## src/rtl/n2t_pkg.sv

```systemverilog
// ---------------------------------------------------------------------------
// n2t_pkg
// Shared types and constants for the 8-word RAM burst front-end.
//   burst_state_t : sequencer state encoding (IDLE, WRITE, READ, DONE)
//   OP_WRITE/OP_READ : command opcode values carried on cmd_op
//   RAM8_DEPTH    : number of words in the downstream RAM
// ---------------------------------------------------------------------------
package n2t_pkg;

    typedef enum logic [1:0] {
        IDLE  = 2'd0,
        WRITE = 2'd1,
        READ  = 2'd2,
        DONE  = 2'd3
    } burst_state_t;

    localparam logic OP_WRITE = 1'b0;
    localparam logic OP_READ  = 1'b1;

    localparam int RAM8_DEPTH = 8;

endpackage : n2t_pkg

```

## src/rtl/ram_8_burst_port_if.sv

```systemverilog
// ---------------------------------------------------------------------------
// ram_8_burst_port_if
// Bundles every handshake and RAM-side signal of the burst front-end.
//   cmd_*  : burst command channel (valid/ready), op/base/count payload
//   wr_*   : write-word stream into the block (valid/ready)
//   rd_*   : read-word stream out of the block (valid/ready)
//   ram_*  : drive/observe the 8-word RAM (in, address, load, out)
//   busy   : sequencer not idle
//   done   : one-cycle pulse at the end of each burst
// Modports:
//   slave  : the burst front-end itself
//   master : the command issuer / data producer / consumer / RAM model
// ---------------------------------------------------------------------------
interface ram_8_burst_port_if #(
    parameter int WIDTH     = 16,
    parameter int ADDR_BITS = 3
);

    logic                 cmd_valid;
    logic                 cmd_ready;
    logic                 cmd_op;
    logic [ADDR_BITS-1:0] cmd_base;
    logic [ADDR_BITS:0]   cmd_count;

    logic [WIDTH-1:0]     wr_data;
    logic                 wr_valid;
    logic                 wr_ready;

    logic [WIDTH-1:0]     rd_data;
    logic                 rd_valid;
    logic                 rd_ready;

    logic [WIDTH-1:0]     ram_in;
    logic [ADDR_BITS-1:0] ram_address;
    logic                 ram_load;
    logic [WIDTH-1:0]     ram_out;

    logic                 busy;
    logic                 done;

    modport slave (
        input  cmd_valid, cmd_op, cmd_base, cmd_count,
        input  wr_data, wr_valid,
        input  rd_ready,
        input  ram_out,
        output cmd_ready,
        output wr_ready,
        output rd_data, rd_valid,
        output ram_in, ram_address, ram_load,
        output busy, done
    );

    modport master (
        output cmd_valid, cmd_op, cmd_base, cmd_count,
        output wr_data, wr_valid,
        output rd_ready,
        output ram_out,
        input  cmd_ready,
        input  wr_ready,
        input  rd_data, rd_valid,
        input  ram_in, ram_address, ram_load,
        input  busy, done
    );

endinterface : ram_8_burst_port_if

```

## src/rtl/ram_8_burst_port.sv

```systemverilog
// ---------------------------------------------------------------------------
// ram_8_burst_port
// Burst sequencer sitting directly in front of an 8-word RAM. Accepts a
// command (op, base, count), then streams count words into consecutive
// RAM locations (write) or out of them (read), wrapping modulo the depth.
// Counts above the depth clamp to the depth; a zero count goes straight
// to the one-cycle DONE state.
//
// Ports:
//   clock : rising-edge clock
//   reset : synchronous, active-high; aborts any burst without a done pulse
//   bus   : ram_8_burst_port_if.slave (command, write, read, RAM, status)
//
// The RAM read path is combinational (ram_out follows ram_address), so
// rd_data is presented in the same cycle the address is, and stays stable
// while the consumer stalls because the address register only moves on a
// completed handshake.
// ---------------------------------------------------------------------------
module ram_8_burst_port
    import n2t_pkg::*;
#(
    parameter int WIDTH     = 16,
    parameter int ADDR_BITS = 3
) (
    input  logic                  clock,
    input  logic                  reset,
    ram_8_burst_port_if.slave     bus
);

    localparam int                   DEPTH     = 2 ** ADDR_BITS;
    localparam logic [ADDR_BITS:0]   MAX_COUNT = (ADDR_BITS + 1)'(DEPTH);
    localparam logic [ADDR_BITS:0]   CNT_ZERO  = (ADDR_BITS + 1)'(0);
    localparam logic [ADDR_BITS:0]   CNT_ONE   = (ADDR_BITS + 1)'(1);
    localparam logic [ADDR_BITS-1:0] ADDR_ZERO = ADDR_BITS'(0);
    localparam logic [ADDR_BITS-1:0] ADDR_ONE  = ADDR_BITS'(1);

    burst_state_t         state_q, state_d;
    logic [ADDR_BITS-1:0] addr_q, addr_d;
    logic [ADDR_BITS:0]   remaining_q, remaining_d;

    logic [ADDR_BITS:0]   count_clamped_s;
    logic [WIDTH-1:0]     wr_word_s;
    logic                 wr_hs_s;
    logic                 rd_hs_s;

    // Clamp oversize counts to one full pass over the RAM.
    always_comb begin
        count_clamped_s = bus.cmd_count;
        if (bus.cmd_count > MAX_COUNT) begin
            count_clamped_s = MAX_COUNT;
        end else begin
            count_clamped_s = bus.cmd_count;
        end
    end

    // Handshake qualifiers; only meaningful in their own state, so stray
    // wr_valid / rd_ready activity elsewhere is ignored.
    assign wr_hs_s = (state_q == WRITE) && bus.wr_valid;
    assign rd_hs_s = (state_q == READ)  && bus.rd_ready;

    // Next-state logic for the burst sequencer and its address/count.
    always_comb begin
        state_d     = state_q;
        addr_d      = addr_q;
        remaining_d = remaining_q;
        case (state_q)
            IDLE: begin
                if (bus.cmd_valid) begin
                    addr_d      = bus.cmd_base;
                    remaining_d = count_clamped_s;
                    if (count_clamped_s == CNT_ZERO) begin
                        state_d = DONE;
                    end else if (bus.cmd_op == OP_READ) begin
                        state_d = READ;
                    end else begin
                        state_d = WRITE;
                    end
                end else begin
                    state_d = IDLE;
                end
            end
            WRITE: begin
                if (wr_hs_s) begin
                    // Address wraps naturally at the register width.
                    addr_d      = addr_q + ADDR_ONE;
                    remaining_d = remaining_q - CNT_ONE;
                    if (remaining_q == CNT_ONE) begin
                        state_d = DONE;
                    end else begin
                        state_d = WRITE;
                    end
                end else begin
                    state_d = WRITE;
                end
            end
            READ: begin
                if (rd_hs_s) begin
                    addr_d      = addr_q + ADDR_ONE;
                    remaining_d = remaining_q - CNT_ONE;
                    if (remaining_q == CNT_ONE) begin
                        state_d = DONE;
                    end else begin
                        state_d = READ;
                    end
                end else begin
                    state_d = READ;
                end
            end
            DONE: begin
                state_d = IDLE;
            end
            default: begin
                state_d     = IDLE;
                addr_d      = ADDR_ZERO;
                remaining_d = CNT_ZERO;
            end
        endcase
    end

    // State, address and remaining-count registers with synchronous reset.
    always_ff @(posedge clock) begin
        if (reset) begin
            state_q     <= IDLE;
            addr_q      <= ADDR_ZERO;
            remaining_q <= CNT_ZERO;
        end else begin
            state_q     <= state_d;
            addr_q      <= addr_d;
            remaining_q <= remaining_d;
        end
    end

    // Outputs are gated by reset so a mid-burst reset cycle shows the idle
    // handshake picture and, critically, never issues a RAM load.
    assign wr_word_s       = bus.wr_data;
    assign bus.ram_in      = wr_word_s;
    assign bus.ram_address = addr_q;
    assign bus.ram_load    = wr_hs_s && !reset;
    assign bus.rd_data     = bus.ram_out;

    assign bus.cmd_ready   = (state_q == IDLE)  && !reset;
    assign bus.wr_ready    = (state_q == WRITE) && !reset;
    assign bus.rd_valid    = (state_q == READ)  && !reset;
    assign bus.done        = (state_q == DONE)  && !reset;
    assign bus.busy        = (state_q != IDLE)  && !reset;

endmodule : ram_8_burst_port

```

## src/flat_wrapper.sv

```systemverilog
// flat-port wrapper written by rule: the top's interface ports become plain ports
module ram_8_burst_port_flat import n2t_pkg::*;
#(
    parameter int WIDTH     = 16,
    parameter int ADDR_BITS = 3
)
  (clock, reset, bus_cmd_valid, bus_cmd_op, bus_cmd_base, bus_cmd_count, bus_wr_data, bus_wr_valid, bus_rd_ready, bus_ram_out, bus_cmd_ready, bus_wr_ready, bus_rd_data, bus_rd_valid, bus_ram_in, bus_ram_address, bus_ram_load, bus_busy, bus_done);
  ram_8_burst_port_if #(.WIDTH(WIDTH), .ADDR_BITS(ADDR_BITS)) bus_i ();
  input  logic clock;
  input  logic reset;
  input wire logic [$bits(bus_i.cmd_valid)-1:0] bus_cmd_valid;
  input wire logic [$bits(bus_i.cmd_op)-1:0] bus_cmd_op;
  input wire logic [$bits(bus_i.cmd_base)-1:0] bus_cmd_base;
  input wire logic [$bits(bus_i.cmd_count)-1:0] bus_cmd_count;
  input wire logic [$bits(bus_i.wr_data)-1:0] bus_wr_data;
  input wire logic [$bits(bus_i.wr_valid)-1:0] bus_wr_valid;
  input wire logic [$bits(bus_i.rd_ready)-1:0] bus_rd_ready;
  input wire logic [$bits(bus_i.ram_out)-1:0] bus_ram_out;
  output wire logic [$bits(bus_i.cmd_ready)-1:0] bus_cmd_ready;
  output wire logic [$bits(bus_i.wr_ready)-1:0] bus_wr_ready;
  output wire logic [$bits(bus_i.rd_data)-1:0] bus_rd_data;
  output wire logic [$bits(bus_i.rd_valid)-1:0] bus_rd_valid;
  output wire logic [$bits(bus_i.ram_in)-1:0] bus_ram_in;
  output wire logic [$bits(bus_i.ram_address)-1:0] bus_ram_address;
  output wire logic [$bits(bus_i.ram_load)-1:0] bus_ram_load;
  output wire logic [$bits(bus_i.busy)-1:0] bus_busy;
  output wire logic [$bits(bus_i.done)-1:0] bus_done;
  assign bus_i.cmd_valid = bus_cmd_valid;
  assign bus_i.cmd_op = bus_cmd_op;
  assign bus_i.cmd_base = bus_cmd_base;
  assign bus_i.cmd_count = bus_cmd_count;
  assign bus_i.wr_data = bus_wr_data;
  assign bus_i.wr_valid = bus_wr_valid;
  assign bus_i.rd_ready = bus_rd_ready;
  assign bus_i.ram_out = bus_ram_out;
  assign bus_cmd_ready = bus_i.cmd_ready;
  assign bus_wr_ready = bus_i.wr_ready;
  assign bus_rd_data = bus_i.rd_data;
  assign bus_rd_valid = bus_i.rd_valid;
  assign bus_ram_in = bus_i.ram_in;
  assign bus_ram_address = bus_i.ram_address;
  assign bus_ram_load = bus_i.ram_load;
  assign bus_busy = bus_i.busy;
  assign bus_done = bus_i.done;
  ram_8_burst_port #(.WIDTH(WIDTH), .ADDR_BITS(ADDR_BITS)) u_core (.clock(clock), .reset(reset), .bus(bus_i));
endmodule
```

## config.mk

```make
export PLATFORM = sky130hd
export DESIGN_NAME = ram_8_burst_port_flat
export DESIGN_NICKNAME = d
export VERILOG_FILES = /design/src/rtl/n2t_pkg.sv /design/src/rtl/ram_8_burst_port_if.sv /design/src/rtl/ram_8_burst_port.sv /design/src/flat_wrapper.sv
export SDC_FILE = /design/constraint.sdc
export NUM_CORES = 1
export LEC_CHECK = 0
export CAP_MARGIN = 30
export CORE_MARGIN = 1.5
export CORE_UTILIZATION = 34
export CTS_BUF_LIST = sky130_fd_sc_hd__clkbuf_4
export CTS_CLUSTER_SIZE = 30
export DETAILED_ROUTE_END_ITERATION = 7
export PLACE_DENSITY_LB_ADDON = 0.05
export RECOVER_POWER = 50
export SYNTH_ARGS = -nofsm -noshare
export SYNTH_HDL_FRONTEND = slang
export SYNTH_SLANG_ARGS = --single-unit
```

## constraint.sdc

```tcl
create_clock -name clock -period 2.6 [get_ports clock]
set_clock_uncertainty 0.2 [all_clocks]
set_input_delay 0.26 -clock clock [delete_from_list [all_inputs] [get_ports clock]]
set_output_delay 0.26 -clock clock [all_outputs]
set_load 0.02 [all_outputs]
```

==> results of run 1 <==
## per-layer routing
metal  vias to the layer above  GRT usage, %  wire length, um
met5                         -             0                0
met2                        22          18.7              802
met3                        12          6.32              155
li1                        324             -                -
met1                       301          13.3              726
met4                         0          5.92               42
## power breakdown
part,internal (mW),switching (mW),total (mW)
Combinational,0.226,0.233,0.459
Clock,0.0694,0.0490,0.118
Sequential,0.185,0.0459,0.231
## worst min path at each step
| stage | startpoint | end | slack [ps] | depth (start not counted) |
|---|---|---|---|---|
| floorplan | bus_cmd_valid | u_core.state_q[0]$_SDFF_PP0_ | 230 | 2 |
| global placement | u_core.remaining_q[2]$_SDFFE_PP0P_ | u_core.remaining_q[2]$_SDFFE_PP0P_ | 320 | 2 |
| detailed placement | u_core.remaining_q[2]$_SDFFE_PP0P_ | u_core.remaining_q[2]$_SDFFE_PP0P_ | 320 | 2 |
| CTS | bus_wr_data[12] | bus_ram_in[12] | 320 | 0 |
| global route | bus_ram_out[2] | bus_rd_data[2] | 320 | 0 |
| finish | bus_wr_data[1] | bus_ram_in[1] | 320 | 0 |
## flip-flops by register name, summed over array words and instances (netlist names)
register / cells
u_core.bus.ram_address: 3
u_core.remaining_q: 4
u_core.state_q: 2
## cell families (layout without fill, tap and decap cells)
logic type	after synthesis	in the layout	synth area share (%)
DFF	9	9	19.4
buffers and inverters	42	34	30.7
AOI/OAI and AO/OA	21	21	18.7
and+or+nand+nor	26	26	17.0
muxes	3	3	3.37
adders and majority gates	8	8	10.8
## cells in the mapped netlist, types with 2 or more instances
library cell / number
a211oi_1: 4
nor3b_1: 4
inv_1: 7
ha_1: 8
a21oi_1: 2
a311oi_1: 2
buf_4: 32
nand2b_1: 3
mux2i_1: 2
o21ai_0: 5
nor2b_1: 6
clkbuf_1: 2
nor2_1: 6
dfxtp_1: 9
## cell type report
class	instances	area share, %
timing repair buffer	23	23.4
clock buffer	4	3.12
inverter	7	2.73
tap	30	3.90
multi-input combinational	58	48.1
sequential	9	18.7
## per-stage QoR
| stage | instance area [um2] | cells | setup slack [ps] | utilization (%) | hold slack (ps) |
|---|---|---|---|---|---|
| after CTS | 962 | 131 | 309 | 38.1 | 320 |
| after detailed placement | 932 | 127 | 331 | 37.0 | 320 |
| after global routing | 962 | 131 | 205 | 38.1 | 320 |
| final | 962 | 131 | 336 | 38.1 | 320 |
| after global placement | 932 | 127 | 355 | 37.0 | 318 |
| after floorplan | 928 | 109 | 786 | - | 230 |
==> results.yml, run 1 <==
die:
  die_width_um: 55.3
  die_area_um2: 3050
  core_area_um2: 2520
  rows: 18
  initial_core_util_pct: 36.8
  die_y_um: 55.3
  ios: 86
run_status:
  status: "finished clean"
route:
  drc: 0
  postRouteAntennaNets: 0
  via_per_inst: 5.03
  wl_per_cell_um: 13.2
  drtIter0Drc: 4
  wl_um: 1730
  first_pass_iters: 3
  num_vias: 659
setup_path:
  start_kind: "flop"
  crit_arrival_ps: 1800
  cp-end-kind: "output pin"
  crit_type: "flop to output pin"
  critPathMaxFanout: 4
  rr_endpoint: "u_core.bus.ram_address[0]$_SDFFE_PP0P_"
  cp_slowest_cell: "clkdlybuf4s50_1"
  r2r-start: "u_core.state_q[0]$_SDFF_PP0_"
  cp_num_buf_inv: 2
  startpoint: "u_core.state_q[1]$_SDFF_PP0_"
  crit_end: "bus_ram_load"
  crit_required_ps: 2140
  crit_chain: "inv_1 > ha_1 > nor2b_1 > and2_1 > clkdlybuf4s50_1"
  reg2reg_depth: 7
  crit_family: "buffers and inverters"
  cp.depth: 5
  critPathMaxStageDelay_ps: 590
  r2r_slack_ps: 490
clock_network:
  cts_max_path_buffers: 2
  cts_hold_buf: 0
  post_cts_resized: 0
  clock_latency_ps: 260
  clkTransAtPathRegs_ps: 70
  htreeDepth: 1
  cts_tree: "yes"
  cts_setup_buffers: 0
  numClockSinks: 9
  cts_buffers: 3
  cts-root-buf: "clkbuf_4"
synth:
  yosysTopAreaCellShare_pct: 25.9
  yosysSeqAreaShare_pct: 19.4
  syn_area_um2: 928
  synth_area_leaders: "buf_4, dfxtp_1, ha_1"
  yosysUniqueCellTypes: 31
  synth_flop_cell: "dfxtp_1"
  ys_seq_elements: 9
  synth_top_area_cell: "buf_4"
  ys_async_sr_fraction_pct: 0
  synth_nets: 162
  netlist_instances: 109
  synth_enable_flop_cells: 0
  avgSynthCellArea_um2: 8.52
  synth_warnings: 0
timing:
  grt_setup_unrepaired: "false"
  finalCritPeriodShare_pct: 87.1
  slew_violations: 0
  fmax_mhz: 442
  min_period_ps: 2260
  hold_viol: 0
  worst_slew_pin_slew_ps: 434
  relSlewSlack_pct: 71.0
  setup_tns_ps: 0
  setup_viol: 0
finish:
  final_cell_mix: "clkdlybuf4s50_1, dfxtp_1, ha_1"
  antenna_cells: 0
  fillers: 295
  area.growth.synth_to_final_pct: 3.64
  drive_above_1_share_pct: 12.9
  regArea_um2: 180
  final_common_cell: "clkdlybuf4s50_1"
  multi_input_area_um2: 463
  nNetsFinal: 155
global_route:
  track_usage_pct: 12.0
  grt_max_degree: 16
  grt_pass1_wl_um: 2960
  antenna_found_initial: 0
  grt_pass1_vias: 637
  grt.overflow.total: 0
placed_design:
  io_buffer_count: 21
  dpl.hpwl_um: 1370
  gp_congestion: 0.720
power_and_ir_drop:
  finalPower_uw: 808
  vdd_drop_max_mv: 0.426
  powerDensity_nw_per_um2: 840
  leakagePower_nw: 0.374
hold_path:
  hp-class: "input port to output pin"
flow_run:
  max_cap_violations: 0
Note: power is estimated with default switching activity, not from simulation.
==> inputs of run 2 (changes only) <==
Settings changed: ABC_AREA from default to 1, CELL_PAD_IN_SITES_DETAIL_PLACEMENT from default to 2, CELL_PAD_IN_SITES_GLOBAL_PLACEMENT from default to 2, CORE_MARGIN 1.5 to 2, CORE_UTILIZATION 34 to 15.
==> run 2 against run 1 <==
Net effect: total power fell by 44%; first-iteration DRC count grew to 3.5 times the previous value; via count is 11% higher; global-route usage down 3.7 points; critical path depth decreased by 1; fmax fell by 1.3%; clock power is 3% lower; worst setup slack worse by 29 ps; synthesized cell count increased by 18%; register-to-register slack better by 330 ps; highest routed layer unchanged.
==> results.yml, run 2 <==
run_status:
  status: "finished clean"
setup_path:
  crit_type: "flop to output pin"
  critPathMaxFanout: 4
  reg2reg_depth: 6
  crit_arrival_ps: 1830
  start_kind: "flop"
  cp-end-kind: "output pin"
  crit_required_ps: 2140
timing:
  hold_viol: 0
  setup_viol: 0
  worst_slew_pin_slew_ps: 323
  grt_setup_unrepaired: "false"
  setup_tns_ps: 0
  min_period_ps: 2290
  fmax_mhz: 436
  slew_violations: 0
  finalCritPeriodShare_pct: 88.2
  relSlewSlack_pct: 78.3
clock_network:
  clock_latency_ps: 270
  htreeDepth: 1
  cts_max_path_buffers: 2
  post_cts_resized: 0
  cts-root-buf: "clkbuf_4"
  cts_hold_buf: 0
  clkTransAtPathRegs_ps: 80
  numClockSinks: 9
  cts_buffers: 3
  cts_tree: "yes"
  cts_setup_buffers: 0
die:
  die_y_um: 82.6
  initial_core_util_pct: 15.5
  die_area_um2: 6820
  ios: 86
  rows: 28
  core_area_um2: 5960
  die_width_um: 82.6
synth:
  synthTopCellsByCount: "buf_4, inv_1, nand2_1, nor2_1, o21ai_0"
  synth_top_family_by_area: "buffers and inverters"
  synth_warnings: 0
  yosysTopAreaCellShare_pct: 25.9
  yosysSeqAreaShare_pct: 19.5
  netlist_instances: 129
  synth_simple_gate_area_share_pct: 19.9
  yosysUniqueCellTypes: 22
  synth_mux_area_share_pct: 1.08
  ys_async_sr_fraction_pct: 0
  avgSynthCellArea_um2: 7.18
  syn_area_um2: 926
  synth-compound-area-share_pct: 12.7
  ys_seq_elements: 9
  synth_enable_flop_cells: 0
  yosys.area_share.adder_pct: 10.8
  synth_area_leaders: "buf_4, dfxtp_1, ha_1"
  synth_most_common_cell: "buf_4"
  synth_xor_area_share_pct: 0.946
  synth_flop_cell: "dfxtp_1"
  synth_nets: 182
  synth_top_area_cell: "buf_4"
placed_design:
  io_buffer_count: 21
  dpl.hpwl_um: 2220
  gp_congestion: 0.607
global_route:
  track_usage_pct: 8.36
  grt_max_degree: 11
  grt_pass1_wl_um: 4110
  met3_usage_pct: 2.39
  grt.overflow.total: 0
  busiest_layer: "met2"
  antenna_found_initial: 0
  met2_usage_pct: 13.6
  grt_use_met1_pct: 10.5
  grt_pass1_vias: 783
route:
  drtIter0Drc: 14
  postRouteAntennaNets: 0
  via_per_inst: 3.73
  first_pass_iters: 2
  num_vias: 731
  drc: 0
  wl_um: 2640
  wl_per_cell_um: 13.5
finish:
  final_common_cell: "clkdlybuf4s50_1"
  regMostFlops: "u_core.remaining_q"
  final_cell_mix: "clkdlybuf4s50_1, inv_1, nand2_1"
  drive_above_1_share_pct: 9.09
  fillers: 711
  antenna_cells: 0
  area.growth.synth_to_final_pct: 8.24
  nNetsFinal: 175
  largest_reg_flops: 4
  final_core_util_pct: 16.8
power_and_ir_drop:
  p_clk_share_pct: 25.0
  netSwitchingFraction_pct: 36.6
  vdd_drop_max_mv: 0.134
  seqPwrFrac_pct: 37.3
  pwr-share-comb_pct: 37.7
  powerDensity_nw_per_um2: 454
  finalPower_uw: 455
  power.switching_uw: 166
  internal_power_uw: 288
  leakagePower_nw: 0.412
hold_path:
  hold_depth: 2
  hp-class: "flop to flop"
flow_run:
  max_cap_violations: 0
[run 2: critical path, stage by stage, from the launching register on]
cell             delay (ps)
dfxtp_1                 400
inv_1                    80
ha_1                    250
nor2_1                  200
clkdlybuf4s50_1         640
[run 2: worst paths after layout]
kind / start / to / slack [ps]
setup / recovery: u_core.state_q[0]$_SDFF_PP0_ / bus_busy / 310
hold / removal: u_core.bus.ram_address[0]$_SDFFE_PP0P_ / u_core.bus.ram_address[0]$_SDFFE_PP0P_ / 300
setup reg to reg: u_core.state_q[0]$_SDFF_PP0_ / u_core.bus.ram_address[0]$_SDFFE_PP0P_ / 820
hold reg to reg: u_core.bus.ram_address[0]$_SDFFE_PP0P_ / u_core.bus.ram_address[0]$_SDFFE_PP0P_ / 300
[run 2: through the flow]
stage | std cells | hold WS [ps] | instance area [um2] | setup slack, ps
2_1_floorplan | 129 | 220 | 926 | 1090
3_3_place_gp | 192 | 284 | 975 | 492
3_5_place_dp | 192 | 287 | 975 | 441
4_1_cts | 196 | 318 | 1000 | 247
5_1_grt | 196 | 320 | 1000 | 177
6_report | 196 | 305 | 1000 | 307
[run 2: logic make-up after synthesis]
kind of cell | Yosys count
buffers and inverters | 50
multiplexers | 1
adder cells (fa/ha/maj) | 8
XOR/XNOR | 1
flip-flops | 9
AO/OA/AOI/OAI | 22
AND/OR/NAND/NOR | 38
[run 2: final cells by class]
class	count	area, um2	area share, %
well taps	75	93.8	9.36
inverters	16	62.6	6.24
clock buffers	3	22.5	2.25
multi-input cells	70	420	41.9
clock inverters	1	5.00	0.499
flip-flops and latches	9	180	18.0
repair buffers	22	218	21.7
[run 2: routing by layer]
metal  vias up  routed length [um]
li1        358                   -
met1       350                1190
met2        17                1260
met3         6                 152
met4         0                  41
met5         -                   0
[run 2: power by group through the flow]
stage | logic [mW] | registers, mW | clock network (mW)
CTS | 0.177 | 0.171 | 0.126
floorplan | 0.174 | 0.176 | 0
global route | 0.198 | 0.173 | 0.134
finish | 0.171 | 0.169 | 0.114
detailed placement | 0.176 | 0.173 | 0
global placement | 0.176 | 0.173 | 0
